===== src/rtl/clb_bitstream_programmer_if.sv =====
// Frame handshake between the configuration host (master) and clb_bitstream_programmer (slave).
interface clb_bitstream_programmer_if #(
  parameter int FRAME_W = 37
);
  logic [FRAME_W-1:0] frame_data;
  logic               frame_valid;
  logic               frame_ready;

  modport master (output frame_data, output frame_valid, input frame_ready);
  modport slave  (input frame_data, input frame_valid, output frame_ready);
endinterface


===== src/rtl/clb_bitstream_programmer.sv =====
// Serialises one FRAME_W-bit frame per CLB, LSB first, with clb_prgm_b as the loader shift enable.
// Optional macro CFG_CHAIN_CHECK_EN: wait (with timeout) for clb_chain_done before releasing prgm_b.
module clb_bitstream_programmer #(
  parameter int NUM_CLB     = 4,
  parameter int FRAME_W     = 37,
  parameter int CHK_TIMEOUT = 64
) (
  input  logic                     clk,
  input  logic                     reset,
  input  logic                     start,
  clb_bitstream_programmer_if.slave frame,
  output logic                     bit_out,
  output logic                     prgm_b,
  output logic                     clb_prgm_b,
  output logic                     clb_chain_in,
  input  logic                     clb_chain_done,
  output logic                     busy,
  output logic                     done,
  output logic                     error
);

  localparam int FCW = $clog2(NUM_CLB + 1);
  localparam int BCW = $clog2(FRAME_W);

  typedef enum logic [2:0] {
    IDLE,
    ARM,
    LOAD,
    SHIFT,
`ifdef CFG_CHAIN_CHECK_EN
    CHECK,
`endif
    FINISH
  } state_t;

  state_t             state, state_d;
  logic [FCW-1:0]     frame_cnt, frame_cnt_d;
  logic [BCW-1:0]     bit_cnt, bit_cnt_d;
  logic [FRAME_W-2:0] shreg, shreg_d;
  logic               bit_out_d, prgm_b_d, clb_prgm_b_d, chain_in_d;
  logic               ready_d, busy_d, done_d;

`ifdef CFG_CHAIN_CHECK_EN
  localparam int CKW = $clog2(CHK_TIMEOUT + 1);
  logic [CKW-1:0] chk_cnt, chk_cnt_d;
  logic           error_d;
`else
  logic [31:0] unused_cfg;
  assign unused_cfg = {31'(CHK_TIMEOUT), clb_chain_done};
  assign error      = 1'b0;
`endif

  always_comb begin
    // NOTE: every next-value gets its hold value first, so no branch can infer a latch.
    state_d      = state;
    frame_cnt_d  = frame_cnt;
    bit_cnt_d    = bit_cnt;
    shreg_d      = shreg;
    bit_out_d    = bit_out;
    prgm_b_d     = prgm_b;
    clb_prgm_b_d = clb_prgm_b;
    chain_in_d   = clb_chain_in;
    ready_d      = frame.frame_ready;
    busy_d       = busy;
    done_d       = 1'b0;
`ifdef CFG_CHAIN_CHECK_EN
    chk_cnt_d    = chk_cnt;
    error_d      = error;
`endif

    unique case (state)
      IDLE: begin
        if (start) begin
          state_d     = ARM;
          busy_d      = 1'b1;
          prgm_b_d    = 1'b0;
          chain_in_d  = 1'b1;
          frame_cnt_d = '0;
`ifdef CFG_CHAIN_CHECK_EN
          error_d     = 1'b0;
`endif
        end
      end
      ARM: begin
        state_d = LOAD;
        ready_d = 1'b1;
      end
      LOAD: begin
        // Loaders hold while clb_prgm_b is low, so an idle host simply stretches this state.
        if (frame.frame_valid && frame.frame_ready) begin
          shreg_d      = frame.frame_data[FRAME_W-1:1];
          bit_out_d    = frame.frame_data[0];
          clb_prgm_b_d = 1'b1;
          ready_d      = 1'b0;
          bit_cnt_d    = '0;
          state_d      = SHIFT;
        end
      end
      SHIFT: begin
        if (bit_cnt == BCW'(FRAME_W - 1)) begin
          clb_prgm_b_d = 1'b0;
          frame_cnt_d  = frame_cnt + 1'b1;
          if (frame_cnt_d == FCW'(NUM_CLB)) begin
`ifdef CFG_CHAIN_CHECK_EN
            state_d    = CHECK;
            chk_cnt_d  = '0;
`else
            state_d    = FINISH;
            prgm_b_d   = 1'b1;
            chain_in_d = 1'b0;
            busy_d     = 1'b0;
            done_d     = 1'b1;
`endif
          end else begin
            state_d = LOAD;
            ready_d = 1'b1;
          end
        end else begin
          bit_cnt_d = bit_cnt + 1'b1;
          bit_out_d = shreg[0];
          shreg_d   = shreg >> 1;
        end
      end
`ifdef CFG_CHAIN_CHECK_EN
      CHECK: begin
        chk_cnt_d = chk_cnt + 1'b1;
        if (clb_chain_done || chk_cnt == CKW'(CHK_TIMEOUT - 1)) begin
          state_d    = FINISH;
          prgm_b_d   = 1'b1;
          chain_in_d = 1'b0;
          busy_d     = 1'b0;
          done_d     = 1'b1;
          error_d    = !clb_chain_done;
        end
      end
`endif
      // done is already high for this one cycle; the default drops it on exit.
      FINISH:  state_d = IDLE;
      default: state_d = IDLE;
    endcase
  end

  always_ff @(posedge clk) begin
    if (reset) begin
      state             <= IDLE;
      frame_cnt         <= '0;
      bit_cnt           <= '0;
      bit_out           <= 1'b0;
      prgm_b            <= 1'b1;
      clb_prgm_b        <= 1'b0;
      clb_chain_in      <= 1'b0;
      frame.frame_ready <= 1'b0;
      busy              <= 1'b0;
      done              <= 1'b0;
`ifdef CFG_CHAIN_CHECK_EN
      chk_cnt           <= '0;
      error             <= 1'b0;
`endif
    end else begin
      // NOTE: non-blocking updates so every register samples the same pre-edge values.
      state             <= state_d;
      frame_cnt         <= frame_cnt_d;
      bit_cnt           <= bit_cnt_d;
      bit_out           <= bit_out_d;
      prgm_b            <= prgm_b_d;
      clb_prgm_b        <= clb_prgm_b_d;
      clb_chain_in      <= chain_in_d;
      frame.frame_ready <= ready_d;
      busy              <= busy_d;
      done              <= done_d;
`ifdef CFG_CHAIN_CHECK_EN
      chk_cnt           <= chk_cnt_d;
      error             <= error_d;
`endif
    end
  end

  // NOTE: the shift register is datapath only; it is always loaded in LOAD before it is read, so it has no reset.
  always_ff @(posedge clk) begin
    shreg <= shreg_d;
  end

endmodule


===== src/flat_wrapper.sv =====
// flat-port wrapper written by rule: the top's interface ports become plain ports
module clb_bitstream_programmer_flat 
#(
  parameter int NUM_CLB     = 4,
  parameter int FRAME_W     = 37,
  parameter int CHK_TIMEOUT = 64
)
  (clk, reset, start, bit_out, prgm_b, clb_prgm_b, clb_chain_in, clb_chain_done, busy, done, error, frame_frame_data, frame_frame_valid, frame_frame_ready);
  clb_bitstream_programmer_if #(.FRAME_W(FRAME_W)) frame_i ();
  input  logic clk;
  input  logic reset;
  input  logic start;
  output logic bit_out;
  output logic prgm_b;
  output logic clb_prgm_b;
  output logic clb_chain_in;
  input  logic clb_chain_done;
  output logic busy;
  output logic done;
  output logic error;
  input wire logic [$bits(frame_i.frame_data)-1:0] frame_frame_data;
  input wire logic [$bits(frame_i.frame_valid)-1:0] frame_frame_valid;
  output wire logic [$bits(frame_i.frame_ready)-1:0] frame_frame_ready;
  assign frame_i.frame_data = frame_frame_data;
  assign frame_i.frame_valid = frame_frame_valid;
  assign frame_frame_ready = frame_i.frame_ready;
  clb_bitstream_programmer #(.NUM_CLB(NUM_CLB), .FRAME_W(FRAME_W), .CHK_TIMEOUT(CHK_TIMEOUT)) u_core (.clk(clk), .reset(reset), .start(start), .frame(frame_i), .bit_out(bit_out), .prgm_b(prgm_b), .clb_prgm_b(clb_prgm_b), .clb_chain_in(clb_chain_in), .clb_chain_done(clb_chain_done), .busy(busy), .done(done), .error(error));
endmodule

===== config.mk =====
export PLATFORM = sky130hd
export DESIGN_NAME = clb_bitstream_programmer_flat
export DESIGN_NICKNAME = d
export VERILOG_FILES = /design/src/rtl/clb_bitstream_programmer_if.sv /design/src/rtl/clb_bitstream_programmer.sv /design/src/flat_wrapper.sv
export SDC_FILE = /design/constraint.sdc
export NUM_CORES = 1
export LEC_CHECK = 0
export ABC_AREA = 0
export CAP_MARGIN = 20
export CORE_MARGIN = 5
export CORE_UTILIZATION = 40
export CTS_CLUSTER_DIAMETER = 40
export DETAILED_ROUTE_END_ITERATION = 16
export GPL_ROUTABILITY_DRIVEN = 0
export PLACE_DENSITY = 0.65
export SETUP_SLACK_MARGIN = 0.3
export SLEW_MARGIN = 20
export SYNTH_ARGS = -nofsm -noshare
export SYNTH_HDL_FRONTEND = slang
export SYNTH_SLANG_ARGS = --single-unit

===== constraint.sdc =====
create_clock -name clk -period 2.81 [get_ports clk]
set_clock_uncertainty 0.05 [all_clocks]
set_input_delay 0.7025 -clock clk [delete_from_list [all_inputs] [get_ports clk]]
set_output_delay 0.7025 -clock clk [all_outputs]
set_load 0.05 [all_outputs]

; After elaboration in Yosys (flattened, before gate mapping)
; Index checks and enable logic that the tools add are counted.
[totals]
wordCells = 70
in_bits = 42
output_inout_bits = 8
ff_bits = 54
[classes]
eq_ne = 11
reduce_logical = 12
muxes = 33
n_addsub = 2
n_bitwise = 2
[op_table]
columns = operator, count
row1 = 2-to-1 mux 36 bit, 2
row2 = case mux 36 bit (2 select lines), 1
row3 = 2-to-1 mux 3 bit, 6
row4 = 2-to-1 mux 1 bit, 14
row5 = 2-to-1 mux 6 bit, 2
row6 = case mux 3 bit (4 select lines), 1
row7 = case mux 6 bit (2 select lines), 1
row8 = AND reduction 3 bit, 4
row9 = case mux 1 bit (2 select lines), 4
row10 = AND reduction 4 bit, 2
row11 = "adder 6 x 1 -> 6 bit, second input constant", 1
row12 = "equality test 3 x 2 -> 1 bit, second input constant", 2
row13 = "equality test 6 bit, second input constant", 1
row14 = "inequality test 2 x 1 -> 1 bit, second input constant", 3
row15 = "inequality test 2 bit, second input constant", 3
row16 = case mux 3 bit (2 select lines), 1
row17 = nonzero test 2 bit, 2
row18 = "adder 3 x 1 -> 3 bit, second input constant", 1
row19 = "equality test 3 x 1 -> 1 bit, second input constant", 1
row20 = "equality test 3 bit, second input constant", 1
row21 = logical NOT 3 bit, 1
row22 = case mux 1 bit (3 select lines), 1
row23 = nonzero test 3 bit, 1
row24 = OR reduction 3 bit, 1
row25 = 2 further kinds, 3

; Logic depth before layout (Yosys ltp)
[depth]
ltp_word = 5
depth_mapped = 7
ltp_nobuf = 6

; Worst setup path after synthesis
; OpenSTA, ideal clock, no wires.
[synth_timing]
kind = register to register
startpoint = register u_core.frame.frame_ready
endpoint = register u_core.shreg[0], enable pin
stages_incl_launch_ff = 3
arrival_time_ns = 1.808
n_path_buf = 0
t_required_ns = 2.365
path_slack_ns = 0.557
synth_period_minus_slack_ns = 2.253
setup_time_ns = 0.395
path_cell_list = dfxtp_1 > nand4_1 > nand2_1
[synth_via]
elab_chain_cells = 3
[synth_lines]
columns = item, line_no
row1 = "start, declared", clb_bitstream_programmer_if.sv:10  ; modport slave (input frame_data, input frame_valid, output frame_ready);
row2 = "start signal, assigned", clb_bitstream_programmer.sv:168  ; frame.frame_ready <= ready_d;
row3 = logical AND 1 bit, clb_bitstream_programmer.sv:90  ; if (frame.frame_valid && frame.frame_ready) begin
row4 = inequality test 2 x 1 -> 1 bit (no source line), n/a
row5 = AND reduction 3 bit (no source line), n/a
row6 = "end signal, assigned", clb_bitstream_programmer.sv:180  ; shreg <= shreg_d;
row7 = "end, declared", clb_bitstream_programmer.sv:39  ; logic [FRAME_W-2:0] shreg, shreg_d;
; Every way passes these cells.
; A chain may end at the register's enable or synchronous reset.

; Worst setup path after layout
[layout_timing]
startpoint = register u_core.frame.frame_ready
endpoint = output frame_frame_ready
[layout_lines]
columns = item, line_no
row1 = "end, declared", flat_wrapper.sv:23  ; output wire logic [$bits(frame_i.frame_ready)-1:0] frame_frame_ready;
; No word-level cell between the ends.

==> summary.md <==
| Metric | Value |
|---|---|
| Most common library cell in the layout ignoring fill and taps | `nand2_1` |
| Htree depth | `2` |
| Total routed wirelength | `4.723 mm` |
| Share of layout cells above drive strength 1 | `0.04730` |
| Global routing usage summed across all routing layers | `0.1267` |
| Final worst path period share | `0.8201` |
| Largest family of logic cells by synthesized area | `simple AND/OR/NAND/NOR gates` |
| Routed wire per std cell | `12.73 µm` |
| Time the final worst path needs with I/O delays and setup | `2.304 ns` |
| Count of mapped cells out of synthesis | `251` |
| Slack of the critical path | `0.5056 ns` |
| Number of antenna violations at the first check in global routing | `0` |
| Critical path required time | `2.06 ns` |
| Setup repair after global routing missed its margin | `no` |
| CTS hold repair buffers | `0` |
| Gates resized, CTS repair | `0` |
| Largest buffer count on any clock path | `2` |
| Critical path start-end classification | `flop to output port` |
| Register-to-Register Setup Slack | `0.93 ns` |
| Crit-path max FO | `4` |
| Sink count of the clock tree | `54` |
| Cell type with the largest total area after synthesis | `edfxtp_1` |
| Die boundary width | `87.56 µm` |
| Antenna Diode Count | `0` |
| Normalized max-slew margin | `0.6665` |
| Max-slew violation count | `0` |
| Number of violations of the max-capacitance limit | `0` |
| DPL Wire Length | `3.159 mm` |
| Via count | `1801` |
| Number of synthesized register bits | `54` |
| Synthesized-area fraction occupied by xor and xnor cells | `0.01820` |
| Cell area after layout | `3042 µm²` |
| Hold Path Class | `flop to flop` |
| Number of global-route vias before repair | `1705` |
| Yosys warns | `0` |
| Slew of the pin with the lowest slew margin | `0.4987 ns` |
| Fraction of the mapped netlist area in compound gates | `0.06656` |
| Post-Place Worst Slack | `0.5739 ns` |
| Leakage Power | `1.186 nW` |
| Largest delay contributor family on the critical path | `buffers and inverters` |
| Setup-violating endpoint count in the final report | `0` |
| Final-report hold violation count | `0` |
| Post-route DRC violation count | `0` |
| Power density over cell area | `514.9 nW/µm²` |
| First-pass GRT wire length | `7.562 mm` |
| Area enclosed by the die boundary | `7666 µm²` |
| Result of the run | `completed` |
| Initial drt markers | `97` |
| Most frequent cells in the layout | `nand2_1 (113), clkdlybuf4s50_1 (47), edfxtp_1 (36)` |
| Count of standard-cell rows | `28` |
| Post-synthesis instance area | `2406 µm²` |
| Syn Nets | `297` |
| Port Buffers | `47` |
| Total I/O pin count | `50` |
| Share of synthesized area spent on multiplexers | `0` |
| Sequential cell area fraction in the yosys report | `0.5991` |
| Num CTS Buffers | `5` |
| VDD IR-drop max | `0.2799 mV` |
| Post-synthesis share of cell area spent on and, or, nand and nor gates | `0.2527` |
| Filler cell count in the final layout | `562` |
| Post-detailed-placement cell area | `2948 µm²` |
| Adder-cell area share of the yosys netlist | `0.02080` |
| Count of nets after finishing | `341` |
| Via density per instance | `4.854` |
| Synth Area per Inst | `9.586 µm²` |
| CP max stage cell | `clkdlybuf4s50_1` |
| Largest stage delay on the critical path | `0.83 ns` |
| TritonCTS clock tree | `built` |
| Arrival time of data at the critical path endpoint | `1.55 ns` |
| Maximum number of pins on one net before global-route repair | `45` |
| TritonRoute pass-1 iters | `4` |
| Clock transition at the register clock pins on the worst setup and hold paths after CTS | `0.10 ns` |
| Accumulated negative setup slack | `0 ns` |
| Detail Route Antenna Nets | `0` |
| Endpoint kind of the worst setup timing path | `output port` |
| Total buffers and inverters traversed by the critical path | `1` |
| Starting density of the core | `0.4088` |
| Clock network latency to the later pin of the worst-skew pair | `0.31 ns` |
| Buffer count from post-CTS setup fixing | `0` |
| Cells along the critical path | `clkdlybuf4s50_1` |
| CTS Root Buffer Type | `clkbuf_8` |
| Share of the synthesized area in the top cell type | `0.4493` |
| Area of the core | `5886 µm²` |
| Synthesis-to-layout area growth | `26.42%` |
| Maximum achievable frequency | `434.0 MHz` |
| Ranking of synthesized cells by area | `edfxtp_1 (45%), nand2_1 (18%), dfxtp_1 (15%), ha_1 (2.1%), buf_2 (1.5%)` |
| PnR Total Power | `0.001566 W` |
| Total grt overflow | `0` |
| Launching element type of the critical path | `flop` |
| DIE HEIGHT | `87.56 µm` |
| Number of library cell types mapped by synthesis | `37` |
registers in the layout (all words and copies together), names as in the netlist:
register,flops
u_core.bit_cnt,6
u_core.frame.frame_ready,1
u_core.clb_chain_in,1
u_core.clb_prgm_b,1
u_core.prgm_b,1
u_core.frame_cnt,3
u_core.state,3
u_core.shreg,36
u_core.done,1
u_core.bit_out,1
power by group:
| group | total (W) | switching (W) | internal [W] |
|---|---|---|---|
| Clock | 0.000450 | 0.000270 | 0.000180 |
| Sequential | 0.000905 | 0.0000183 | 0.000887 |
| Combinational | 0.000211 | 0.000111 | 0.0000995 |
synthesized netlist by cell type, drive strengths merged:
master     n
a2111oi    1
nand2    113
xor2       4
and3b      2
xnor2      1
ha         4
nor4       3
nand4bb    1
a31oi      2
nor2b      2
o32ai      1
nor2       7
clkbuf     6
o21ai      3
a211o      1
o31ai      1
or4        1
o22ai      1
nand3      4
o21a       1
a21boi     1
dfxtp     18
nor3       2
a21oi      3
and3       1
inv        7
nand4      4
buf        9
edfxtp    36
a311oi     2
o211ai     3
a211oi     3
conb       1
nand2b     1
or2        1
metrics by stage:
step | std cells | hold slack [ns] | util
finish | 371 | 0.4281 | 0.5168
global route | 371 | 0.4516 | 0.5168
global placement | 363 | 0.4014 | 0.5009
CTS | 371 | 0.4323 | 0.5168
floorplan | 251 | 0.4193 | -
detailed placement | 363 | 0.4073 | 0.5009
layout make-up:
| class | count | area [µm²] | area share |
|---|---|---|---|
| Clock buffer | 5 | 68.82 | 0.02262 |
| Tap cell | 75 | 93.84 | 0.03085 |
| Multi-Input combinational cell | 175 | 865.8 | 0.2847 |
| Timing Repair Buffer | 52 | 520.5 | 0.1711 |
| Clock inverter | 3 | 25.02 | 0.008227 |
| Sequential cell | 54 | 1441 | 0.4739 |
| Inverter | 7 | 26.28 | 0.008638 |
path summary, 6_finish.rpt:
path	start	depth (start not counted)	end
hold reg to reg	u_core.clb_chain_in	2	u_core.clb_chain_in
setup / recovery	u_core.frame.frame_ready	1	frame_frame_ready
hold / removal	u_core.clb_chain_in	2	u_core.clb_chain_in
setup reg to reg	u_core.bit_cnt[0]	6	u_core.frame_cnt[0]
layer usage:
layer,up-vias,wire length [µm],global-route usage
met5,-,0,0
met2,53,2134,0.1993
met1,815,2260,0.1653
met3,6,239,0.03010
li1,927,-,-
met4,0,89,0.05997
cell families after synthesis:
logic type,count (synthesis)
XOR/XNOR,5
buffers and inverters,22
flip-flops,54
AND/OR/NAND/NOR,142
AO/OA/AOI/OAI,23
adder cells (fa/ha/maj),4
other,1
(Power assumes the default switching activity.)
